**src/rtl/enc_pkg.sv**
```systemverilog
// Shared definitions for the registered priority / round-robin encoder.
package enc_pkg;

    localparam logic MODE_FIXED = 1'b0;
    localparam logic MODE_RR    = 1'b1;

    // Index width for an n-entry request vector.
    function automatic int calc_w(input int n);
        return (n < 2) ? 1 : $clog2(n);
    endfunction

endpackage

```
**src/rtl/rr_pick.sv**
```systemverilog
// Combinational winner selection: highest index in fixed mode, or the first
// set bit at/after ptr (wrapping) in round-robin mode.
module rr_pick
    import enc_pkg::*;
#(
    parameter int N = 8,
    parameter int W = calc_w(N)
) (
    input  logic [N-1:0] req,
    input  logic [W-1:0] ptr,
    input  logic         mode,
    output logic [W-1:0] winner,
    output logic         any
);

    logic [N-1:0]   mask_ge;
    logic [2*N-1:0] dbl;
    logic [W-1:0]   fixed_win;
    logic [W-1:0]   rr_win;

    // Upper half is the unmasked fallback, so the lowest set bit of the
    // double-width vector is the RR winner, offset by N when it wrapped.
    always_comb begin
        // NOTE: every always_comb output gets a default first so no path leaves it unassigned (no latch).
        mask_ge = '0;
        for (int i = 0; i < N; i++) begin
            mask_ge[i] = (i >= int'(ptr));
        end
        dbl = {req, req & mask_ge};

        rr_win = '0;
        for (int i = 2*N-1; i >= 0; i--) begin
            if (dbl[i]) begin
                rr_win = (i >= N) ? W'(i - N) : W'(i);
            end
        end

        fixed_win = '0;
        for (int i = 0; i < N; i++) begin
            if (req[i]) begin
                fixed_win = W'(i);
            end
        end
    end

    assign any    = |req;
    assign winner = (mode == MODE_RR) ? rr_win : fixed_win;

endmodule

```
**src/rtl/priority_encoder_rr.sv**
```systemverilog
// Registered N-bit request encoder with fixed/round-robin arbitration and a
// valid/ready output; the RR pointer is forwarded so back-to-back grants rotate.
module priority_encoder_rr
    import enc_pkg::*;
#(
    parameter int N = 8,
    parameter int W = calc_w(N)
) (
    input  logic         clk,
    input  logic         rst_n,
    input  logic [N-1:0] req,
    input  logic         mode,
    input  logic         out_ready,
    output logic         out_valid,
    output logic [W-1:0] out_code,
    output logic [N-1:0] out_onehot,
    output logic         out_multi
);

    logic [W-1:0] ptr;
    logic [W-1:0] next_ptr;
    logic         out_rr;
    logic         load;
    logic         handshake;
    logic [W-1:0] winner;
    logic         any;
    logic         multi;

    assign load      = !out_valid || out_ready;
    assign handshake = out_valid && out_ready;
    assign multi     = (req & (req - N'(1))) != '0;

    // Pointer advances only when an RR grant is consumed; the search below
    // sees the advanced value on the same edge.
    always_comb begin
        next_ptr = ptr;
        if (handshake && out_rr) begin
            next_ptr = (out_code == W'(N-1)) ? '0 : out_code + W'(1);
        end
    end

    rr_pick #(.N(N), .W(W)) u_pick (
        .req    (req),
        .ptr    (next_ptr),
        .mode   (mode),
        .winner (winner),
        .any    (any)
    );

    // NOTE: sequential state uses non-blocking assignments so all registers update together at the edge.
    always_ff @(posedge clk or negedge rst_n) begin
        if (!rst_n) begin
            ptr        <= '0;
            out_rr     <= 1'b0;
            out_valid  <= 1'b0;
            out_code   <= '0;
            out_onehot <= '0;
            out_multi  <= 1'b0;
        end else begin
            ptr <= next_ptr;
            if (load) begin
                out_rr <= mode;
                if (any) begin
                    out_valid  <= 1'b1;
                    out_code   <= winner;
                    out_onehot <= N'(1) << winner;
                    out_multi  <= multi;
                end else begin
                    out_valid  <= 1'b0;
                    out_code   <= '0;
                    out_onehot <= '0;
                    out_multi  <= 1'b0;
                end
            end
        end
    end

endmodule

```
**config.mk**
```make
export PLATFORM = sky130hd
export DESIGN_NAME = priority_encoder_rr
export DESIGN_NICKNAME = d
export VERILOG_FILES = /design/src/rtl/enc_pkg.sv /design/src/rtl/rr_pick.sv /design/src/rtl/priority_encoder_rr.sv
export SDC_FILE = /design/constraint.sdc
export NUM_CORES = 1
export LEC_CHECK = 0
export BUFFER_PORTS_ARGS = -buffer_cell sky130_fd_sc_hd__buf_2
export CAP_MARGIN = 20
export CORE_MARGIN = 5
export CORE_UTILIZATION = 35
export CTS_BUF_LIST = sky130_fd_sc_hd__clkbuf_8
export CTS_CLUSTER_DIAMETER = 150
export CTS_CLUSTER_SIZE = 12
export DETAILED_ROUTE_END_ITERATION = 8
export HOLD_SLACK_MARGIN = 0.03
export PLACE_DENSITY = 0.54
export SLEW_MARGIN = 20
export SYNTH_ARGS = -nofsm -noshare
export SYNTH_HDL_FRONTEND = slang
export SYNTH_SLANG_ARGS = --single-unit
```
**constraint.sdc**
```tcl
create_clock -name clk -period 2.3 [get_ports clk]
set_input_delay 0 -clock clk [delete_from_list [all_inputs] [get_ports clk]]
set_output_delay 0 -clock clk [all_outputs]
set_load 0.02 [all_outputs]
```
==> results of run 1 <==
-- critical path, delay by kind of cell (launching register included) --
family	cells	cell delay (ns)
compound gates	4	0.76
fa+ha+maj	2	0.49
buf+inv	2	0.31
flops	1	0.40
mux	1	0.15
simple gates	1	0.04
-- where the power goes --
group	switching [W]	internal (W)	leakage [nW]
Combinational	0.000463	0.000397	0.524
Sequential	0.0000639	0.000370	0.211
Clock	0.000104	0.000120	0.0255
Total	0.000631	0.000887	0.760
-- sequential cells by signal, indices dropped and copies added (netlist names) --
signal,cells
out_onehot,8
out_code,3
ptr,3
out_multi,1
out_rr,1
out_valid,1
-- synth_stat cells, types with 2 or more instances --
master     n
dfrtp_1   17
nor2_1    10
o21ba_2    2
nor2b_1    3
nand2_1   21
a31oi_1    2
a32o_1     4
or2b_1     2
nand4_1    3
nor3_1     2
o21ai_0    6
ha_1       2
clkbuf_1   2
and3_1     2
inv_1      6
nand3_1    2
a21oi_1    5
nor4_1     2
maj3_1     2
o31ai_1    4
-- metal layers --
layer	track usage, %	vias to the layer above	wire length [microns]
li1	-	598	-
met1	20.83	605	1679
met2	23.08	33	1618
met3	3.409	4	206
met4	3.758	0	34
met5	0	-	0
-- per-stage QoR --
step / cell area (sq um) / setup WS [ns]
2_1_floorplan: 1297 / 0.05003
3_3_place_gp: 1572 / -0.01788
3_5_place_dp: 1572 / -0.05849
4_1_cts: 1650 / 0.01296
5_1_grt: 1730 / -0.06315
6_report: 1730 / 0.02442
-- area by class of cell --
cell class | instances | area [sq um] | area share, %
multi-input cells | 108 | 900.9 | 52.06
inverters | 6 | 22.52 | 1.302
repair buffers | 42 | 274.0 | 15.84
clock buffers | 3 | 41.29 | 2.386
well taps | 48 | 60.06 | 3.471
flip-flops and latches | 17 | 426.7 | 24.66
clock inverters | 1 | 5.005 | 0.2892
-- cell families (layout without fill, tap and decap cells) --
| logic type | Yosys count | in the layout |
|---|---|---|
| AO/OA/AOI/OAI | 42 | 42 |
| adder cells (fa/ha/maj) | 4 | 4 |
| buffers and inverters | 10 | 52 |
| flip-flops | 17 | 17 |
| multiplexers | 3 | 3 |
| AND/OR/NAND/NOR | 59 | 59 |
-- timing repair --
item,4_1_cts,5_1_grt
hold endpoints to repair,17,0
resized for setup,3,10
setup endpoints to repair,3,9
pin swaps,3,7
hold buffers,1,0
setup buffers,1,2
-- final timing paths --
kind / to / slack [ns] / cells past startpoint
worst max-delay path: out_onehot[2]$_DFFE_PN0P_ / 0.02 / 10
worst min-delay path: out_rr$_DFFE_PN0P_ / 0.09 / 3
worst max register to register: out_onehot[2]$_DFFE_PN0P_ / 0.02 / 10
worst min register to register: out_multi$_DFFE_PN0P_ / 0.48 / 2
max in group asynchronous: out_code[0]$_DFFE_PN0P_ / 1.79 / 2
min in group asynchronous: ptr[2]$_DFF_PN0_ / 0.20 / 2
==> summary.md, run 1 <==
| Metric | Value |
|---|---|
| Xor and xnor fraction of the mapped netlist area | `0%` |
| Width of the die | `just over 70 microns` |
| Final-layout fill cell count | `358` |
| Core Area | `0.003606 sq mm` |
| Synth Area in Simple Gates | `24.66%` |
| Kind of critical path | `register to register` |
| Yosys reg bits | `17` |
| Peak Freq | `0.4394 GHz` |
| Cell taking the most area after synthesis | `dfrtp_1` |
| R2R Path Start | `out_code[1]$_DFFE_PN0P_` |
| Port-buffer cells | `24` |
| Post-Route Utilization | `47.99%` |
| Worst Hold Class | `input pin to register` |
| Total chip power | `0.001518 W` |
| Initial Util | `35.60%` |
| Outcome | `finished, final reports clean` |
| Seq/Total Area, Yosys | `33.14%` |
| Wirelength per Cell | `15.72 microns` |
| CTS root buf | `clkbuf_8` |
| Ant. Diodes | `0` |
| Antenna violations before repair | `0` |
| Die H | `70.56 microns` |
| Worst-path clk slew | `0.07 ns` |
| Syn avg cell area | `9.509 sq um` |
| Critical-path maximum fanout | `9` |
| Cell variety after synth | `56` |
| Placed Cells | `217` |
| Final period util | `98.94%` |
| Router iterations before antenna repair | `4` |
| Commonest non-fill, non-tap cell in the layout | `buf_2` |
| Slew Limit Fails | `0` |
| Mapped Cells | `135` |
| Final cell count without fillers | `225` |
| Type of origin of the critical path | `register` |
| Yosys top cell area share | `33.14%` |
| WP data required | `2.44 ns` |
| Num ports | `25` |
| P_leak | `0.7599 nW` |
| GP Congestion | `0.8087` |
| Minimum clock period | `2.276 ns` |
| CTS H-tree depth | `1` |
| Skew final | `0.001333 ns` |
| Fraction of layout cells with a size suffix above 1 | `41.81%` |
| Largest family of logic cells by synthesized area | `compound AO/OA/AOI/OAI gates` |
| Overflow after GRT | `0` |
| Final wirelength | `3538 microns` |
| DR DRC count | `0` |
| Area grow syn2layout | `34.80%` |
| Total power per unit cell area | `877.2 mW/mm^2` |
| CTS tree | `built` |
| Post-synth EDFFs | `0` |
| VDD IR max | `0.0004083 V` |
| Initial DRC count | `44` |
| Primary FF master, synth | `dfrtp_1` |
| RSZ-0062 raised after global routing | `yes` |
| Nets | `about 190` |
| Post-Route Setup TNS | `0 ns` |
| Clk buf depth | `2` |
| Asr flop ratio synth | `100.0%` |
| Setup crit start | `out_code[1]$_DFFE_PN0P_` |
| Max incr delay on CP | `~0.40 ns` |
| HP Start | `mode` |
| Total CTS buffers | `3` |
| CTS sink count | `17` |
| Multiplexer share of the synthesized area | `roughly 3.7%` |
| Vias in the first global route | `1229` |
| GR Util All Layers | `~15%` |
| Compound-gate portion of the synthesized area | `31.38%` |
| Worst-margin pin slew | `0.9505 ns` |
| Setup crit end kind | `register` |
| Crit path max-delay cell type | `dfrtp_1` |
| Ranking of synthesized cells by area | `dfrtp_1 33%, nand2_1 6.1%, a32o_1 3.1%` |
| Yosys warns | `0` |
| Clk Latency, worst-skew pair | `between 0.2 and 0.3 ns` |
| Max_cap viols | `0` |
| Final hold violations | `0` |
| Most frequent cells in the layout | `24 x buf_2, 21 x nand2_1, 16 x dfrtp_1` |
| DIE AREA | `0.004979 sq mm` |
| Routed vias | `1240` |
| # rows | `22` |
| Mapped cell area | `0.001284 sq mm` |
| Largest net degree at the start of global routing | `18` |
| Worst path cell trace | `ha_2 > ha_4 > nor2_2 > mux2i_1 > buf_4 > o21ai_4 > a2111oi_4 > a311oi_4 > buf_12 > a32o_1` |
| Final ANT Viol Nets | `0` |
| Adder-cell share of the synthesized area | `3.509%` |
| Post-synth net total | `149` |
| Hold WS | `0.09311 ns` |
| Setup violators final | `0` |
| Dpl hpwl | `between 2000 and 3000 microns` |
| Max_slew headroom | `36.50%` |
| First-pass GRT wire length | `5982 microns` |
| Worst EP arrival | `2.42 ns` |
| Vias per inst | `approximately 5.5` |
Power figures use the tool's default switching activity.
==> inputs of run 2 (changes only) <==
Settings changed: PLACE_DENSITY 0.54 to 0.58.
==> run 2 against run 1 <==
Sequential share of layout area rose by 0.72 points. Via count grew 0.48%. Clock power rose by 6%. Utilization down 1.4 points. First-iteration DRC count is 66% higher. Clock skew up 0.00060 ns. Largest power group unchanged. Clock-buffer cell count did not move.
==> summary.md, run 2 (synthesis gave the netlist of run 1 again) <==
| Metric | Value |
|---|---|
| Buf+Inv Stages, Crit Path | `1 (-1)` |
| Skew final | `0.001928 ns (+0.0005951 ns)` |
| Vias in the first global route | `1188 (-3.3%)` |
| Setup violators final | `0 (unchanged)` |
| VDD IR max | `0.0004233 V (+3.7%)` |
| Worst Hold Class | `input pin to register` |
| Minimum clock period | `2.265 ns (-0.01053 ns)` |
| Worst-path clk slew | `0.07 ns (about the same)` |
| Core Area | `0.003606 sq mm (unchanged)` |
| Worst flop-to-flop path endpoint | `out_onehot[2]$_DFFE_PN0P_` |
| GP Congestion | `0.8652 (+7.0%)` |
| Fraction of layout cells with a size suffix above 1 | `39.88% (-1.9 points)` |
| Ant. Diodes | `0 (unchanged)` |
| Setup crit start | `out_code[1]$_DFFE_PN0P_` |
| Final hold violations | `0 (unchanged)` |
| Setup crit end kind | `register` |
| Clk Latency, worst-skew pair | `0.26 ns (about the same)` |
| Commonest non-fill, non-tap cell in the layout | `buf_2` |
| Outcome | `finished, final reports clean` |
| Final wirelength | `3497 microns (-1.2%)` |
| Wire length on met3 | `212 microns (+2.9%)` |
| Type of origin of the critical path | `register` |
| Post-Route Utilization | `46.63% (-1.4 points)` |
| Max_slew headroom | `33.31% (-3.2 points)` |
| Max_cap viols | `0 (unchanged)` |
| Final ANT Viol Nets | `0 (unchanged)` |
| P_leak | `0.7350 nW (-3.3%)` |
| Pre-CTS setup slack | `0.01793 ns (+0.07641 ns)` |
| RSZ-0062 raised after global routing | `yes` |
| Worst reg-to-reg path cell count | `9 (-1)` |
| Vias per inst | `5.638 (+2.3%)` |
| Max reg flops | `8 (unchanged)` |
| Router iterations before antenna repair | `4 (unchanged)` |
| GR Util All Layers | `14.08% (-0.73 points)` |
| Highest Signal Layer | `met4` |
| Peak Freq | `0.4415 GHz (+0.46%)` |
| Final-layout fill cell count | `357 (-0.28%)` |
| Wirelength per Cell | `15.82 microns (+0.63%)` |
| Most flop-heavy register | `out_onehot` |
| Max incr delay on CP | `0.41 ns (about the same)` |
| Initial DRC count | `73 (+66%)` |
| PnR worst setup slack | `0.03495 ns (+0.01053 ns)` |
| Slew Limit Fails | `0 (unchanged)` |
| Length of routed met2 wiring | `1627 microns (+0.56%)` |
| Antenna violations before repair | `0 (unchanged)` |
| CTS root buf | `clkbuf_8` |
| CTS sink count | `17 (unchanged)` |
| Worst path most repeated cell | `ha_4` |
| Worst path cell trace | `ha_4 > ha_4 > nor2_2 > buf_4 > a211o_1 > a211oi_2 > o221ai_2 > and3b_1 > a32o_1` |
| Largest net degree at the start of global routing | `18 (unchanged)` |
| Dpl hpwl | `2739 microns (+0.73%)` |
| Worst-margin pin slew | `0.9984 ns (+0.04782 ns)` |
| Worst EP arrival | `2.41 ns (about the same)` |
| Crit path capture | `out_onehot[2]$_DFFE_PN0P_` |
| CTS tree | `built` |
| Num ports | `25 (unchanged)` |
| Most frequent cells in the layout | `24 x buf_2, 21 x nand2_1, 16 x dfrtp_1` |
| Die H | `70.56 microns (unchanged)` |
| Total power per unit cell area | `889.6 mW/mm^2 (+1.4%)` |
| Crit path depth | `9 (-1)` |
| Initial Util | `35.60% (unchanged)` |
| Width of the die | `70.56 microns (unchanged)` |
| Routed vias | `1246 (+0.48%)` |
| DR DRC count | `0 (unchanged)` |
| Overflow after GRT | `0 (unchanged)` |
| Largest registers | `out_onehot x8, out_code x3, ptr x3` |
| First-pass GRT wire length | `5740 microns (-4.0%)` |
| WP data required | `2.45 ns (about the same)` |
| Port-buffer cells | `24 (unchanged)` |
| Clk buf depth | `2 (unchanged)` |
| DIE AREA | `0.004979 sq mm (unchanged)` |
| CTS H-tree depth | `1 (unchanged)` |
| M1 wire length | `1619 microns (-3.6%)` |
| Area grow syn2layout | `30.99%` |
| Crit path max-delay cell type | `dfrtp_1` |
| Final period util | `98.48% (-0.46 points)` |
| Critical-path maximum fanout | `4 (-5)` |
| Kind of critical path | `register to register` |
| HP Start | `mode` |
| CP top delay family | `compound AO/OA/AOI/OAI gates` |
| Nets | `188 (-2.1%)` |
| Total CTS buffers | `3 (unchanged)` |
| R2R setup slack | `0.03 ns (about the same)` |
| # rows | `22 (unchanged)` |
| R2R Path Start | `out_code[1]$_DFFE_PN0P_` |
run 2: per-stage QoR:
stage                     std cells  instance area (sq um)  setup TNS (ns)  total power [W]  hold WS (ns)
after CTS                       221                   1623               0         0.001443       0.07914
final                           221                   1682               0         0.001496       0.07731
after global placement          216                   1564               0         0.001180      -0.06268
after floorplan                 135                   1297               0        0.0009165       -0.2956
after detailed placement        216                   1564               0         0.001203      -0.05412
after global routing            221                   1682         -0.3831         0.001591       0.08894
run 2: tightest hold or removal path, cell delays in order:
cell and delay [ns]:
buf_2 0.17, nand2_1 0.08, nand2_1 0.05
run 2: worst min-delay path by stage:
stage                                           end  cells past startpoint
after detailed placement  out_onehot[4]$_DFFE_PN0P_                      1
final                            out_rr$_DFFE_PN0P_                      3
after floorplan             out_code[0]$_DFFE_PN0P_                      0
after global routing             out_rr$_DFFE_PN0P_                      3
after CTS                        out_rr$_DFFE_PN0P_                      3
after global placement    out_onehot[0]$_DFFE_PN0P_                      1
run 2: final cells by class:
type	instances	area [sq um]	area share, %
multi-input combinational	108	870.8	51.79
sequential	17	426.7	25.37
timing repair buffer	38	252.7	15.03
tap	48	60.06	3.571
clock buffer	3	41.29	2.455
inverter	6	22.52	1.339
clock inverter	1	7.507	0.4464
run 2: repair_timing:
action / CTS / global route
endpoints found under the setup margin: 0 / 8
buffers inserted: 0 / 1
endpoints found under the hold margin: 17 / 0
hold buffers: 1 / 0
resized for setup: 0 / 8
run 2: report_power, final:
part / internal, W / switching (W) / total [W]
clock: 0.000122 / 0.000115 / 0.000237
sequential: 0.000370 / 0.0000744 / 0.000445
combinational: 0.000376 / 0.000439 / 0.000814
run 2: per-layer routing:
layer | up-vias | GRT usage [%]
met4 | 0 | 5.010
li1 | 590 | -
met2 | 36 | 23.08
met5 | - | 0
met1 | 618 | 19.09
met3 | 2 | 1.847
==> inputs of run 3 (changes only) <==
Settings changed: CORE_MARGIN 5 to not set, CORE_UTILIZATION 35 to 46, PLACE_DENSITY 0.58 to 0.72.
==> run 3 against run 2 <==
Critical path depth decreased by 2. Clock power decreased by 3%. Design area decreased by 1.3%. Global-route usage increased by 12 points. Sequential power decreased by 1%. Routed wire length decreased by 2.1%. Die area decreased by 40%. Sequential cell count unchanged. Clock skew about the same. First-iteration DRC count decreased by 59%.
==> summary.md, run 3 (synthesis gave the netlist of run 1 again) <==
| Metric | Value |
|---|---|
| Skew final | `0.001706 ns (-0.0002218 ns)` |
| Clk Latency, worst-skew pair | `0.26 ns (about the same)` |
| CTS tree | `built` |
| Routed vias | `1265 (+1.5%)` |
| Total power per unit cell area | `894.5 mW/mm^2 (+0.54%)` |
| Final instance area | `0.001660 sq mm (-1.3%)` |
| Worst path cell trace | `ha_2 > ha_4 > a211o_1 > a211oi_4 > o221ai_2 > and3b_1 > a32o_1` |
| Worst-path clk slew | `0.07 ns (about the same)` |
| Vias per inst | `6.141 (+8.9%)` |
| Num ports | `25 (unchanged)` |
| GP Congestion | `0.8722 (+0.81%)` |
| Overflow after GRT | `0 (unchanged)` |
| Total chip power | `0.001485 W (-0.73%)` |
| Max incr delay on CP | `0.40 ns (about the same)` |
| Clock power share | `15.5% (-0.3 points)` |
| Peak Freq | `0.4430 GHz (+0.35%)` |
| Max reg flops | `8 (unchanged)` |
| CTS root buf | `clkbuf_8` |
| Worst-margin pin slew | `0.9454 ns (-0.05297 ns)` |
| Fraction of layout cells with a size suffix above 1 | `40.91% (+1.0 points)` |
| Critical-path maximum fanout | `4 (unchanged)` |
| Core Area | `0.002567 sq mm (-29%)` |
| Psw | `0.0006181 W (-1.6%)` |
| HP Start | `mode` |
| Hold EP | `out_rr$_DFFE_PN0P_` |
| Seq pwr share | `29.5% (-0.2 points)` |
| CTS H-tree depth | `1 (unchanged)` |
| Worst reg-to-reg path cell count | `7 (-2)` |
| Wirelength per Cell | `16.61 microns (+5.0%)` |
| Highest Signal Layer | `met4` |
| Crit path depth | `7 (-2)` |
| GR Util All Layers | `26.13% (+12 points)` |
| CP top delay family | `compound AO/OA/AOI/OAI gates` |
| CTS sink count | `17 (unchanged)` |
| Final period util | `98.14% (-0.34 points)` |
| Vias in the first global route | `1194 (+0.51%)` |
| Total CTS buffers | `3 (unchanged)` |
| WP data required | `2.45 ns (about the same)` |
| Router iterations before antenna repair | `4 (unchanged)` |
| Largest registers | `out_onehot x8, out_code x3, ptr x3` |
| Port-buffer cells | `24 (unchanged)` |
| Area grow syn2layout | `29.34%` |
| Setup crit end kind | `register` |
| Internal power | `0.0008670 W (-0.11%)` |
| Most frequent cells in the layout | `24 x buf_2, 21 x nand2_1, 16 x dfrtp_1` |
| Final hold violations | `0 (unchanged)` |
| Kind of critical path | `register to register` |
| Worst EP arrival | `2.41 ns (about the same)` |
| M1 wire length | `1512 microns (-6.6%)` |
| DIE AREA | `0.003006 sq mm (-40%)` |
| P_leak | `0.7455 nW (+1.4%)` |
| Nets | `191 (+1.6%)` |
| Final wirelength | `3422 microns (-2.1%)` |
| Most flop-heavy register | `out_onehot` |
| Worst Hold Class | `input pin to register` |
| Width of the die | `54.83 microns (-22%)` |
| Dpl hpwl | `2600 microns (-5.1%)` |
| Max_cap viols | `0 (unchanged)` |
| Hold-critical path depth | `3 (unchanged)` |
| Setup crit start | `out_code[1]$_DFFE_PN0P_` |
| Worst flop-to-flop path endpoint | `out_onehot[6]$_DFFE_PN0P_` |
| DR DRC count | `0 (unchanged)` |
| Setup violators final | `0 (unchanged)` |
| Minimum clock period | `2.257 ns (-0.007877 ns)` |
| # rows | `18 (-18%)` |
| Initial Util | `50.00% (+14 points)` |
| Gate power share | `55.0% (+0.6 points)` |
| First-pass GRT wire length | `5444 microns (-5.2%)` |
| Die H | `54.83 microns (-22%)` |
| DP Area | `0.001549 sq mm (-0.96%)` |
| Buf+Inv Stages, Crit Path | `0 (-1)` |
| Ant. Diodes | `0 (unchanged)` |
| Largest net degree at the start of global routing | `18 (unchanged)` |
| Length of routed met2 wiring | `1670 microns (+2.6%)` |
| Initial DRC count | `30 (-59%)` |
| Final-layout fill cell count | `225 (-37%)` |
| Wire length on met3 | `173 microns (-18%)` |
| VDD IR max | `0.0006635 V (+57%)` |
| Crit path max-delay cell type | `dfrtp_1` |
| Outcome | `finished, final reports clean` |
| Sw Ratio | `41.62% (-0.36 points)` |
| R2R setup slack | `0.04 ns (about the same)` |
| Slew Limit Fails | `0 (unchanged)` |
| R2R Path Start | `out_code[1]$_DFFE_PN0P_` |
| Clk buf depth | `2 (unchanged)` |
| Max_slew headroom | `36.84% (+3.5 points)` |
| Type of origin of the critical path | `register` |
| Final ANT Viol Nets | `0 (unchanged)` |
| Antenna violations before repair | `0 (unchanged)` |
| Commonest non-fill, non-tap cell in the layout | `buf_2` |
run 3: how the worst max path moves through the flow:
stage,to
detailed placement,out_onehot[6]$_DFFE_PN0P_
finish,out_onehot[6]$_DFFE_PN0P_
global route,out_onehot[2]$_DFFE_PN0P_
CTS,out_onehot[6]$_DFFE_PN0P_
global placement,out_onehot[2]$_DFFE_PN0P_
floorplan,out_onehot[2]$_DFFE_PN0P_
run 3: tightest hold or removal path, cell delays in order:
cell and delay (ns):
buf_2 0.17, nand2_1 0.07, nand2_1 0.05
run 3: what timing repair did:
item                                    in CTS  in global routing
endpoints found under the setup margin       2                  9
setup buffers                                0                  3
gates resized for setup                      2                  8
hold endpoints to repair                    17                  0
pin swaps                                    1                  7
hold buffers                                 1                  0
run 3: routing by layer:
metal / up-vias / track usage [%]
li1: 594 / -
met1: 612 / 33.28
met2: 52 / 43.57
met3: 7 / 3.611
met4: 0 / 11.11
met5: - / 0
run 3: per-stage QoR:
stage / TNS, ns / instances / setup WS [ns] / hold slack (ns) / util (%)
3_5_place_dp: -0.05153 / 199 / -0.02840 / -0.05554 / 60.33
5_1_grt: -0.04034 / 206 / -0.01761 / 0.09902 / 64.67
4_1_cts: 0 / 204 / 0.01833 / 0.06520 / 63.06
6_report: 0 / 206 / 0.04282 / 0.06698 / 64.67
2_1_floorplan: 0 / 135 / 0.05003 / -0.2956 / -
3_3_place_gp: 0 / 199 / 0.01414 / -0.06448 / 60.33
run 3: area by class of cell:
class,instances,area [sq um],area share [%]
Timing Repair Buffer,41,266.5,16.05
Clock buffer,3,41.29,2.487
Inverter,6,22.52,1.356
Multi-Input combinational cell,108,860.8,51.85
Clock inverter,1,5.005,0.3014
Sequential cell,17,426.7,25.70
Tap cell,30,37.54,2.261
run 3: power groups by stage:
stage | Clock (W) | Sequential [W] | Combinational [W]
after floorplan | 0 | 0.000493 | 0.000424
after global placement | 0 | 0.000436 | 0.000736
after detailed placement | 0 | 0.000441 | 0.000748
after CTS | 0.000237 | 0.000436 | 0.000763
after global routing | 0.000245 | 0.000449 | 0.000882
final | 0.000230 | 0.000439 | 0.000816
